File: src/rtl/menu_pkg.sv
`default_nettype none
// +-----------------------------------------------------------------------+
// | menu_pkg : shared source codes, command bases and width helper        |
// | Revision : 1.0                                                        |
// +-----------------------------------------------------------------------+
package menu_pkg;

   typedef enum logic [2:0] {
      SRC_BTN = 3'd0,
      SRC_BT  = 3'd1,
      SRC_PC  = 3'd2
   } src_e;

   localparam logic [7:0] SCENT_BASE   = 8'h01;
   localparam logic [7:0] TMR_BASE_DEF = 8'h1E;

   // Bits needed to hold values 0..v-1; never less than one bit.
   function automatic int unsigned clog2(input int unsigned v);
      int unsigned r;
      r = 1;
      while ((64'd1 << r) < 64'(v)) r = r + 1;
      return r;
   endfunction

endpackage
`default_nettype wire

File: src/rtl/btn_step_gen.sv
`default_nettype none
// +-----------------------------------------------------------------------+
// | btn_step_gen : 2-FF sync, rise detect and hold-to-repeat step pulse   |
// | Revision     : 1.0                                                    |
// +-----------------------------------------------------------------------+
module btn_step_gen #(
   parameter int unsigned REPEAT_DLY = 500_000,
   parameter int unsigned REPEAT_PER = 200_000
) (
   input  logic clk_i,
   input  logic rst_ni,
   input  logic btn_i,
   output logic step_o
);
   import menu_pkg::*;

   localparam int unsigned MAXC  = (REPEAT_DLY > REPEAT_PER) ? REPEAT_DLY : REPEAT_PER;
   localparam int unsigned CW    = clog2(MAXC + 1);
   localparam logic [CW-1:0] DLY_C = CW'(REPEAT_DLY);
   localparam logic [CW-1:0] PER_C = CW'(REPEAT_PER);
   localparam logic [CW-1:0] ONE_C = CW'(1);

   logic [1:0]    sync_q;
   logic          prev_q;
   logic          active_q;
   logic          rep_q;
   logic [CW-1:0] cnt_q;

   logic          level;
   logic          rise;
   logic          fire;
   logic [CW-1:0] target;

   assign level  = sync_q[1];
   assign rise   = level & ~prev_q;
   assign target = rep_q ? PER_C : DLY_C;
   assign fire   = (REPEAT_DLY != 0) && active_q && level && (cnt_q == target);
   assign step_o = rise | fire;

   // Sync and edge history reset to "pressed" so a button held through
   // reset must be released before it can step again.
   always_ff @(posedge clk_i or negedge rst_ni) begin
      if (!rst_ni) begin
         sync_q   <= 2'b11;
         prev_q   <= 1'b1;
         active_q <= 1'b0;
         rep_q    <= 1'b0;
         cnt_q    <= '0;
      end else begin
         sync_q <= {sync_q[0], btn_i};
         prev_q <= level;
         if (!level) begin
            active_q <= 1'b0;
            rep_q    <= 1'b0;
            cnt_q    <= '0;
         end else if (rise) begin
            active_q <= 1'b1;
            rep_q    <= 1'b0;
            cnt_q    <= ONE_C;
         end else if (fire) begin
            rep_q <= 1'b1;
            cnt_q <= ONE_C;
         end else if (active_q && (REPEAT_DLY != 0)) begin
            cnt_q <= cnt_q + ONE_C;
         end
      end
   end

endmodule
`default_nettype wire

File: src/rtl/menu_select_arbiter.sv
`default_nettype none
// +-----------------------------------------------------------------------+
// | menu_select_arbiter : merges buttons and UART commands into menu regs |
// | Revision            : 1.0                                             |
// +-----------------------------------------------------------------------+
module menu_select_arbiter
   import menu_pkg::*;
#(
   parameter int unsigned NUM_SRC      = 2,
   parameter int unsigned SCENT_CNT    = 3,
   parameter int unsigned TIMER_CNT    = 3,
   parameter int unsigned SCENT_ROT    = 1,
   parameter logic [7:0]  TMR_BASE     = TMR_BASE_DEF,
   parameter logic [31:0] TMR_SRC_MASK = 32'b01,
   parameter int unsigned REPEAT_DLY   = 500_000,
   parameter int unsigned REPEAT_PER   = 200_000,
   parameter int unsigned LOCK_CYC     = 100_000
) (
   input  logic                          clk_i,
   input  logic                          rst_ni,
   input  logic                          btn_l_i,
   input  logic                          btn_r_i,
   input  logic                          btn_u_i,
   input  logic                          btn_d_i,
   input  logic [NUM_SRC-1:0]            uart_valid_i,
   input  logic [8*NUM_SRC-1:0]          uart_data_i,
   output logic [clog2(SCENT_CNT)-1:0]   sel_scent_o,
   output logic [1:0]                    sel_timer_o,
   output logic                          sel_changed_o,
   output logic [2:0]                    sel_src_o,
   output logic                          btn_locked_o,
   output logic                          cmd_drop_o
);

   localparam int unsigned SW  = clog2(SCENT_CNT);
   localparam int unsigned SIW = clog2(NUM_SRC);
   localparam int unsigned LW  = clog2(LOCK_CYC + 1);

   localparam logic [SW-1:0]      SCENT_MAX = SW'(SCENT_CNT - 1);
   localparam logic [1:0]         TIMER_MAX = 2'(TIMER_CNT - 1);
   localparam logic [LW-1:0]      LOCK_C    = LW'(LOCK_CYC);
   localparam logic [NUM_SRC-1:0] ONE_SRC   = NUM_SRC'(1);

   // Step order: 0=L, 1=R, 2=U, 3=D.
   logic [3:0] btn_raw;
   logic [3:0] step;

   assign btn_raw = {btn_d_i, btn_u_i, btn_r_i, btn_l_i};

   for (genvar b = 0; b < 4; b++) begin : g_btn
      btn_step_gen #(
         .REPEAT_DLY (REPEAT_DLY),
         .REPEAT_PER (REPEAT_PER)
      ) u_step (
         .clk_i  (clk_i),
         .rst_ni (rst_ni),
         .btn_i  (btn_raw[b]),
         .step_o (step[b])
      );
   end

   logic [SW-1:0]  scent_q, scent_d;
   logic [1:0]     timer_q, timer_d;
   logic           changed_q, changed_d;
   logic [2:0]     src_q, src_d;
   logic [LW-1:0]  lock_q, lock_d;
   logic           drop_q, drop_d;

   logic           win_valid;
   logic [SIW-1:0] win_idx;
   logic [7:0]     win_byte;
   logic           scent_hit, tmr_hit;
   logic [SW-1:0]  scent_val;
   logic [1:0]     tmr_val;
   logic           scent_take, tmr_take, accept, btn_ok;

   // Fixed priority: the lowest asserted index wins.
   always_comb begin
      win_valid = 1'b0;
      win_idx   = '0;
      for (int s = NUM_SRC - 1; s >= 0; s--) begin
         if (uart_valid_i[s]) begin
            win_valid = 1'b1;
            win_idx   = SIW'(s);
         end
      end
   end

   assign win_byte = uart_data_i[8*win_idx +: 8];
   assign drop_d   = (uart_valid_i & (uart_valid_i - ONE_SRC)) != '0;

   always_comb begin
      scent_hit = 1'b0;
      scent_val = '0;
      tmr_hit   = 1'b0;
      tmr_val   = '0;
      for (int i = 0; i < SCENT_CNT; i++) begin
         if (win_byte == SCENT_BASE + 8'(i)) begin
            scent_hit = 1'b1;
            scent_val = SW'((i + SCENT_CNT - SCENT_ROT) % SCENT_CNT);
         end
      end
      for (int j = 0; j < TIMER_CNT; j++) begin
         if (win_byte == 8'(TMR_BASE << j)) begin
            tmr_hit = 1'b1;
            tmr_val = 2'(j);
         end
      end
   end

   assign scent_take = win_valid & scent_hit;
   assign tmr_take   = win_valid & ~scent_hit & tmr_hit & TMR_SRC_MASK[win_idx];
   assign accept     = scent_take | tmr_take;
   assign btn_ok     = ~(|uart_valid_i) & (lock_q == '0);

   always_comb begin
      scent_d = scent_q;
      timer_d = timer_q;
      if (scent_take) begin
         scent_d = scent_val;
      end else if (btn_ok && step[1]) begin
         scent_d = (scent_q == SCENT_MAX) ? '0 : scent_q + SW'(1);
      end else if (btn_ok && step[0]) begin
         scent_d = (scent_q == '0) ? SCENT_MAX : scent_q - SW'(1);
      end
      if (tmr_take) begin
         timer_d = tmr_val;
      end else if (btn_ok && step[2]) begin
         timer_d = (timer_q == TIMER_MAX) ? 2'd0 : timer_q + 2'd1;
      end else if (btn_ok && step[3]) begin
         timer_d = (timer_q == 2'd0) ? TIMER_MAX : timer_q - 2'd1;
      end
   end

   assign changed_d = (scent_d != scent_q) | (timer_d != timer_q);

   always_comb begin
      src_d = src_q;
      if (changed_d) src_d = win_valid ? (3'(win_idx) + 3'd1) : SRC_BTN;
   end

   always_comb begin
      lock_d = lock_q;
      if (accept)             lock_d = LOCK_C;
      else if (lock_q != '0)  lock_d = lock_q - LW'(1);
   end

   always_ff @(posedge clk_i or negedge rst_ni) begin
      if (!rst_ni) begin
         scent_q   <= '0;
         timer_q   <= '0;
         changed_q <= 1'b0;
         src_q     <= '0;
         lock_q    <= '0;
         drop_q    <= 1'b0;
      end else begin
         scent_q   <= scent_d;
         timer_q   <= timer_d;
         changed_q <= changed_d;
         src_q     <= src_d;
         lock_q    <= lock_d;
         drop_q    <= drop_d;
      end
   end

   assign sel_scent_o   = scent_q;
   assign sel_timer_o   = timer_q;
   assign sel_changed_o = changed_q;
   assign sel_src_o     = src_q;
   assign btn_locked_o  = (lock_q != '0);
   assign cmd_drop_o    = drop_q;

endmodule
`default_nettype wire
File: config.mk
export PLATFORM = sky130hd
export DESIGN_NAME = menu_select_arbiter
export DESIGN_NICKNAME = d
export VERILOG_FILES = /design/src/rtl/menu_pkg.sv /design/src/rtl/btn_step_gen.sv /design/src/rtl/menu_select_arbiter.sv
export SDC_FILE = /design/constraint.sdc
export NUM_CORES = 1
export LEC_CHECK = 0
export CORE_MARGIN = 1
export CORE_UTILIZATION = 50
export DETAILED_ROUTE_END_ITERATION = 7
export DONT_BUFFER_PORTS = 1
export PLACE_DENSITY = 0.76
export SETUP_SLACK_MARGIN = 0.2
export SLEW_MARGIN = 20
export SYNTH_ARGS = -nofsm -noshare
export SYNTH_HDL_FRONTEND = slang
export SYNTH_SLANG_ARGS = --single-unit
File: constraint.sdc
create_clock -name clk_i -period 3.4 [get_ports clk_i]
set_input_delay 0.51 -clock clk_i [delete_from_list [all_inputs] [get_ports clk_i]]
set_output_delay 0.51 -clock clk_i [all_outputs]
set_load 0.02 [all_outputs]
-- Word level (Yosys, flattened, before mapping)
Cells that the tools add are included.
- add/sub/neg operators: 11
- order comparisons: 1
- equal/unequal tests: 26
- shift-type cells: 1
- muxes and demuxes: 69
- bitwise logic cells: 22
- reductions and logical operators: 19
- operators with widths (operator ; count):
    $mux W19 ; 20
    $add A19 B1 Y19 const B ; 4
    $eq A19 B19 Y1 ; 4
    $mux W17 ; 2
    $mux W1 ; 32
    $mux W2 ; 15
    $logic_not A17 Y1 ; 1
    $reduce_bool A17 Y1 ; 1
    $sub A17 B1 Y17 const B ; 1
    $eq A8 B2 Y1 const B ; 2
    $ne A4 B4 Y1 const B ; 4
    $shiftx A16 B5 Y8 ; 1
    $logic_and A1 B1 Y1 ; 12
    $ne A3 B3 Y1 const B ; 4
    $and A1 B1 Y1 ; 9
    $eq A8 B1 Y1 const B ; 1
    $eq A8 B5 Y1 const B ; 1
    $eq A8 B6 Y1 const B ; 1
    $eq A8 B7 Y1 const B ; 1
    $ne A2 B2 Y1 const B ; 4
    $lt A1 B6 Y1 const B ; 1
    $not A1 Y1 ; 6
    $or A1 B1 Y1 ; 6
    $sub A2 B1 Y2 const B ; 3
    other kinds (8) ; 13
- register bits: 122

-- Logic depth before layout (Yosys ltp)
- depth after elaboration: 14
- gate-level depth with buffers: 12

-- Hierarchy
From an unflattened synthesis, not the netlist that was laid out.
- cell total of the unflattened synthesis: 778
- area total of the unflattened synthesis: 7368.3 µm²
- modules (own cells, without submodules) (module ; times used ; cells an instance ; area each (µm²) ; sequential area each (µm²)):
    btn_step_gen ; 4 ; 140 ; 1343.8 ; 604.3
    menu_select_arbiter ; 1 ; 218 ; 1993.2 ; 625.6

-- Least setup slack after synthesis
No wires, ideal clock.
- kind: in2reg
- start: input port uart_valid_i[0]
- end: register src_q[0], in the netlist sel_src_o[0]
- library setup time: 125 ps
- data arrival time: 2951 ps
- required time: 3275 ps
- setup slack: 324 ps
- stages: 9
- path buffers: 2
- cells stage by stage: buf_2 and2b_2 a22oi_1 or4_1 buf_6 or3_2 and4_4 a2111oi_4 mux2_2
- cells in the longest elaborated chain, start to end: 13
- elaborated cells between the ends (all ways): 45
- ends and longest elaborated chain (item ; RTL line ; source):
    from (decl) ; menu_select_arbiter.sv:25 ; input logic [NUM_SRC-1:0] uart_valid_i,
    $mux W1 ; menu_select_arbiter.sv:82 ; if (uart_valid_i[s]) begin
    $shiftx A16 B5 Y8 ; menu_select_arbiter.sv:89 ; assign win_byte = uart_data_i[8*win_idx +: 8];
    $eq A8 B1 Y1 ; menu_select_arbiter.sv:98 ; if (win_byte == SCENT_BASE + 8'(i)) begin
    $mux W1 (3 in series) ; menu_select_arbiter.sv:98 ;
    $not A1 Y1 ; menu_select_arbiter.sv:112 ; assign tmr_take = win_valid & ~scent_hit & tmr_hit & TMR_SRC_MASK[win_idx];
    $and A1 B1 Y1 (3 in series) ; menu_select_arbiter.sv:112 ;
    $mux W2 ; menu_select_arbiter.sv:126 ; if (tmr_take) begin
    $ne A2 B2 Y1 ; menu_select_arbiter.sv:135 ; assign changed_d = (scent_d != scent_q) | (timer_d != timer_q);
    $or A1 B1 Y1 ; menu_select_arbiter.sv:135 ;
    to (signal assigned) ; menu_select_arbiter.sv:160 ; src_q <= src_d;
    to (decl) ; menu_select_arbiter.sv:65 ; logic [2:0] src_q, src_d;
Parallel ways exist; a longest one is shown, timed or not. The select of a mux whose other input is x is not followed.
A chain may end at the register's enable or synchronous reset.

-- Worst setup path in the final report
- start: register g_btn[0].u_step.cnt_q[9]
- end: register src_q[1], in the netlist sel_src_o[1]
- cells in the longest elaborated chain, start to end: 9
- ends and longest elaborated chain (item ; RTL line ; source):
    from (decl) ; btn_step_gen.sv:27 ; logic [CW-1:0] cnt_q;
    from (signal assigned) ; btn_step_gen.sv:64 ; cnt_q <= cnt_q + ONE_C;
    $eq A19 B19 Y1 ; btn_step_gen.sv:37 ; assign fire = (REPEAT_DLY != 0) && active_q && level && (cnt_q == target);
    $logic_and A1 B1 Y1 ; btn_step_gen.sv:37 ;
    $or A1 B1 Y1 ; btn_step_gen.sv:38 ; assign step_o = rise | fire;
    $logic_and A1 B1 Y1 ; menu_select_arbiter.sv:123 ; end else if (btn_ok && step[0]) begin
    $mux W2 ; menu_select_arbiter.sv:123 ;
    $mux W2 ; menu_select_arbiter.sv:121 ; end else if (btn_ok && step[1]) begin
    $mux W2 ; menu_select_arbiter.sv:119 ; if (scent_take) begin
    $ne A2 B2 Y1 ; menu_select_arbiter.sv:135 ;
    $or A1 B1 Y1 ; menu_select_arbiter.sv:135 ;
    net changed_d ; menu_select_arbiter.sv:64 ; logic changed_q, changed_d;
The timed path passes the listed nets, and every way through them passes these cells.

==> run metrics <==
status=finished, violations left; htree depth=4; Synth Flop Type=dfrtp_1; initial detailed-routing violation count=about 220; Yosys Warn Count=0; core area=12,800 um2; sw power=between 0.9 and 1 mW; nets@finish=approximately 750; first-pass GRT wire length=around 23 mm; Combinational Power Share=0.091; area delta synth->final=12.8%; Post-Synthesis Net Count=approximately 740; hold_ws=-0.210 ns; delay-heaviest family, CP=simple AND/OR/NAND/NOR gates; dpl hpwl=around 9.0 mm; met3 usage=0.0659; vias in the first global route=5,031; Max Clock Skew=0.00408 ns; total chip power=~4.0 mW; worst reg-to-reg setup slack=roughly 0.34 ns; number of synthesized flops with an enable pin=0; critical-path cell list=or4b_1 -> or4_4 -> a211oi_4 -> o21a_1 -> o2111ai_2 -> and4_4 -> a2111oi_4 -> inv_2 -> mux2_4; fin crit share=0.900; CP startpoint kind=register; Slew Viols, Final=0; gr busiest metal=met2; power density cells=536 nW/um2; die height=117 um; Worst-Margin Slew=0.673 ns; Cells after Synth=~700; CP arrival=around 3.4 ns; initial core utilization=0.518; Post-Syn Area=roughly 6600 um2; Worst-Skew Late Latency=between 0.4 and 0.5 ns; final setup fails=0; worst endpoint required time=between 3 and 4 ns; vias per cell=5.72; min Tclk post-route=3.06 ns; TritonRoute pass-1 iters=5; met1 usage=0.271; Placer Congestion=between 0.8 and 0.9; Chip Width=between 100 and 150 um; post-route cell area=about 7500 um2; crit end category=register; Post-DP Area=around 6800 um2; RSZ-0062 raised after global routing=false; utilization after layout=0.584; ANT cells=0; slowest stage cell on the critical path=or4b_1; post-synthesis area per instance=around 9.4 um2; Vias=5,136; layout cells sized above 1=0.114; worst-path fanout max=3; drt total wl=13.4 mm; HP Class=input pin to asynchronous set/reset pin; Clock Sinks=between 100 and 150; buffers plus inverters on the worst setup path=1; Clock Root Buffer=clkbuf_16; io pins=34; max capacitance violation total=0; setup TNS=0 ns; Clock power frac=0.486; Leak Pwr=between 3 and 4 nW; Synth area leaders=dfrtp_1 (41%), nor2_1 (6.9%), xor2_1 (6.8%), dfstp_2 (4.8%), nand2_1 (3.1%); max_slew headroom=0.550; antenna viol nets, final=0; Async SR Flop Fraction=1.00; worst setup path class=register to register; clock-pin slew on the worst setup and hold paths=roughly 0.06 ns; row count=41; GR Overflow Total=0; Peak supply drop=0.373 mV; CTS Buf Count=17; register share of total power=0.423; largest net degree at the start of global routing=approximately 120; post-synth cell types=72; final std cells w/o fill=roughly 900; Place WS=between 0.15 and 0.2 ns; post-synthesis sequential area ratio=0.460; # DRC=0; Avg WL per Cell=between 10 and 15 um; failing checks=hold timing; fmax=0.327 GHz; Total GRT Usage=0.215; total internal power=about 3 mW; initial antenna violation count=0; synthesis-stage register bit count=~120; setup ws final=0.341 ns; total die area=approximately 14,000 um2; CTS tree=done; port bufs=0; Switching Share=0.242; Final Hold Fails=115; clk buf depth=2; area leader, netlist=dfrtp_1; area share of the leading cell type in the synthesized netlist=0.413; Critical Path Max Stage Delay=0.54 ns; placed cells=864; M2 GR Usage=0.349
==> final timing paths <==
| path | start | to | depth (start not counted) |
|---|---|---|---|
| setup / recovery | g_btn[0].u_step.cnt_q[9] | sel_src_o[1] | 9 |
| hold / removal | rst_ni | g_btn[2].u_step.cnt_q[17] | 0 |
| setup reg to reg | g_btn[0].u_step.cnt_q[9] | sel_src_o[1] | 9 |
| hold reg to reg | g_btn[1].u_step.sync_q[0] | g_btn[1].u_step.sync_q[1] | 0 |
| max in group asynchronous | rst_ni | g_btn[0].u_step.prev_q | 0 |
| min in group clk_i | btn_u_i | g_btn[2].u_step.sync_q[0] | 0 |
==> layer usage <==
metal | wire length (um) | vias to the layer above
met5 | 0 | -
met4 | 210 | 0
met3 | 647 | 20
met2 | 6500 | 133
met1 | 6030 | 2494
li1 | - | 2489
==> state kept, by name, summed over array words and instances, names as in the netlist <==
name                   cells
lock_q                    17
sel_timer_o                2
cmd_drop_o                 1
sel_scent_o                2
g_btn.u_step.active_q      4
g_btn.u_step.sync_q        8
sel_src_o                  2
g_btn.u_step.cnt_q        76
g_btn.u_step.rep_q         4
g_btn.u_step.prev_q        4
sel_changed_o              1
==> power by group through the flow <==
stage | Combinational [mW] | Sequential (mW) | Clock (mW)
finish | 0.363 | 1.69 | 1.94
global route | 0.406 | 1.70 | 2.05
CTS | 0.361 | 1.68 | 1.98
detailed placement | 0.356 | 1.71 | 0
global placement | 0.333 | 1.70 | 0
floorplan | 0.299 | 1.67 | 0
==> synthesized netlist by cell type, types with 3 or more instances <==
cell	n
or4_1	4
inv_1	35
o21ai_0	26
a211oi_1	5
nor3_1	10
nand2b_1	6
a21o_1	3
clkbuf_1	12
dfstp_2	12
a21oi_1	12
nor3b_1	5
nor4bb_1	9
mux2i_1	4
nand3_1	32
or4b_1	3
nor4b_1	3
and3_1	9
nand4_1	31
xnor2_1	20
a21boi_0	8
and2b_2	4
nor2_1	122
or2_2	7
or3_1	14
or3_2	3
xor2_1	51
and4_1	3
a31oi_1	7
a22o_1	5
o2111ai_1	4
ha_1	16
and2_1	4
nand2_1	54
nor4_1	3
dfrtp_1	109
==> placed cells by master, fill, tap and decap left out, types with 9 or more instances in the layout <==
master,instances
and3_1,9
nor4bb_1,9
nand3_1,32
ha_1,16
o21ai_0,25
xnor2_1,20
clkbuf_16,17
a21oi_1,12
or3_1,14
nand2_1,54
dfrtp_1,109
xor2_1,51
dfstp_2,12
nand4_1,31
nor2_1,122
nor3_1,10
inv_1,34
==> timing repair <==
| item | in CTS | in global routing |
|---|---|---|
| endpoints found under the hold margin | 121 | 121 |
| gates resized for setup | 2 | 4 |
| gates cloned | 0 | 0 |
| pin swaps | 0 | 1 |
| setup buffers | 0 | 2 |
| setup endpoints to repair | 2 | 2 |
==> kinds of logic (layout without fill, tap and decap cells) <==
family	after synthesis	in the layout	synth area share
other	1	1	0.000567
multiplexers	6	6	0.0100
XOR/XNOR	71	71	0.0941
buffers and inverters	53	75	0.0333
AO/OA/AOI/OAI	95	95	0.104
flip-flops	121	121	0.460
adder cells (fa/ha/maj)	16	16	0.0303
AND/OR/NAND/NOR	341	341	0.268
==> cell type report <==
type	instances	area, um2
Clock inverter	13	200
Multi-Input combinational cell	530	3370
Timing Repair Buffer	7	52.6
Sequential cell	121	3040
Fill cell	996	5320
Tap cell	172	215
Inverter	36	135
Clock buffer	19	443
Power figures use the tool's default switching activity.
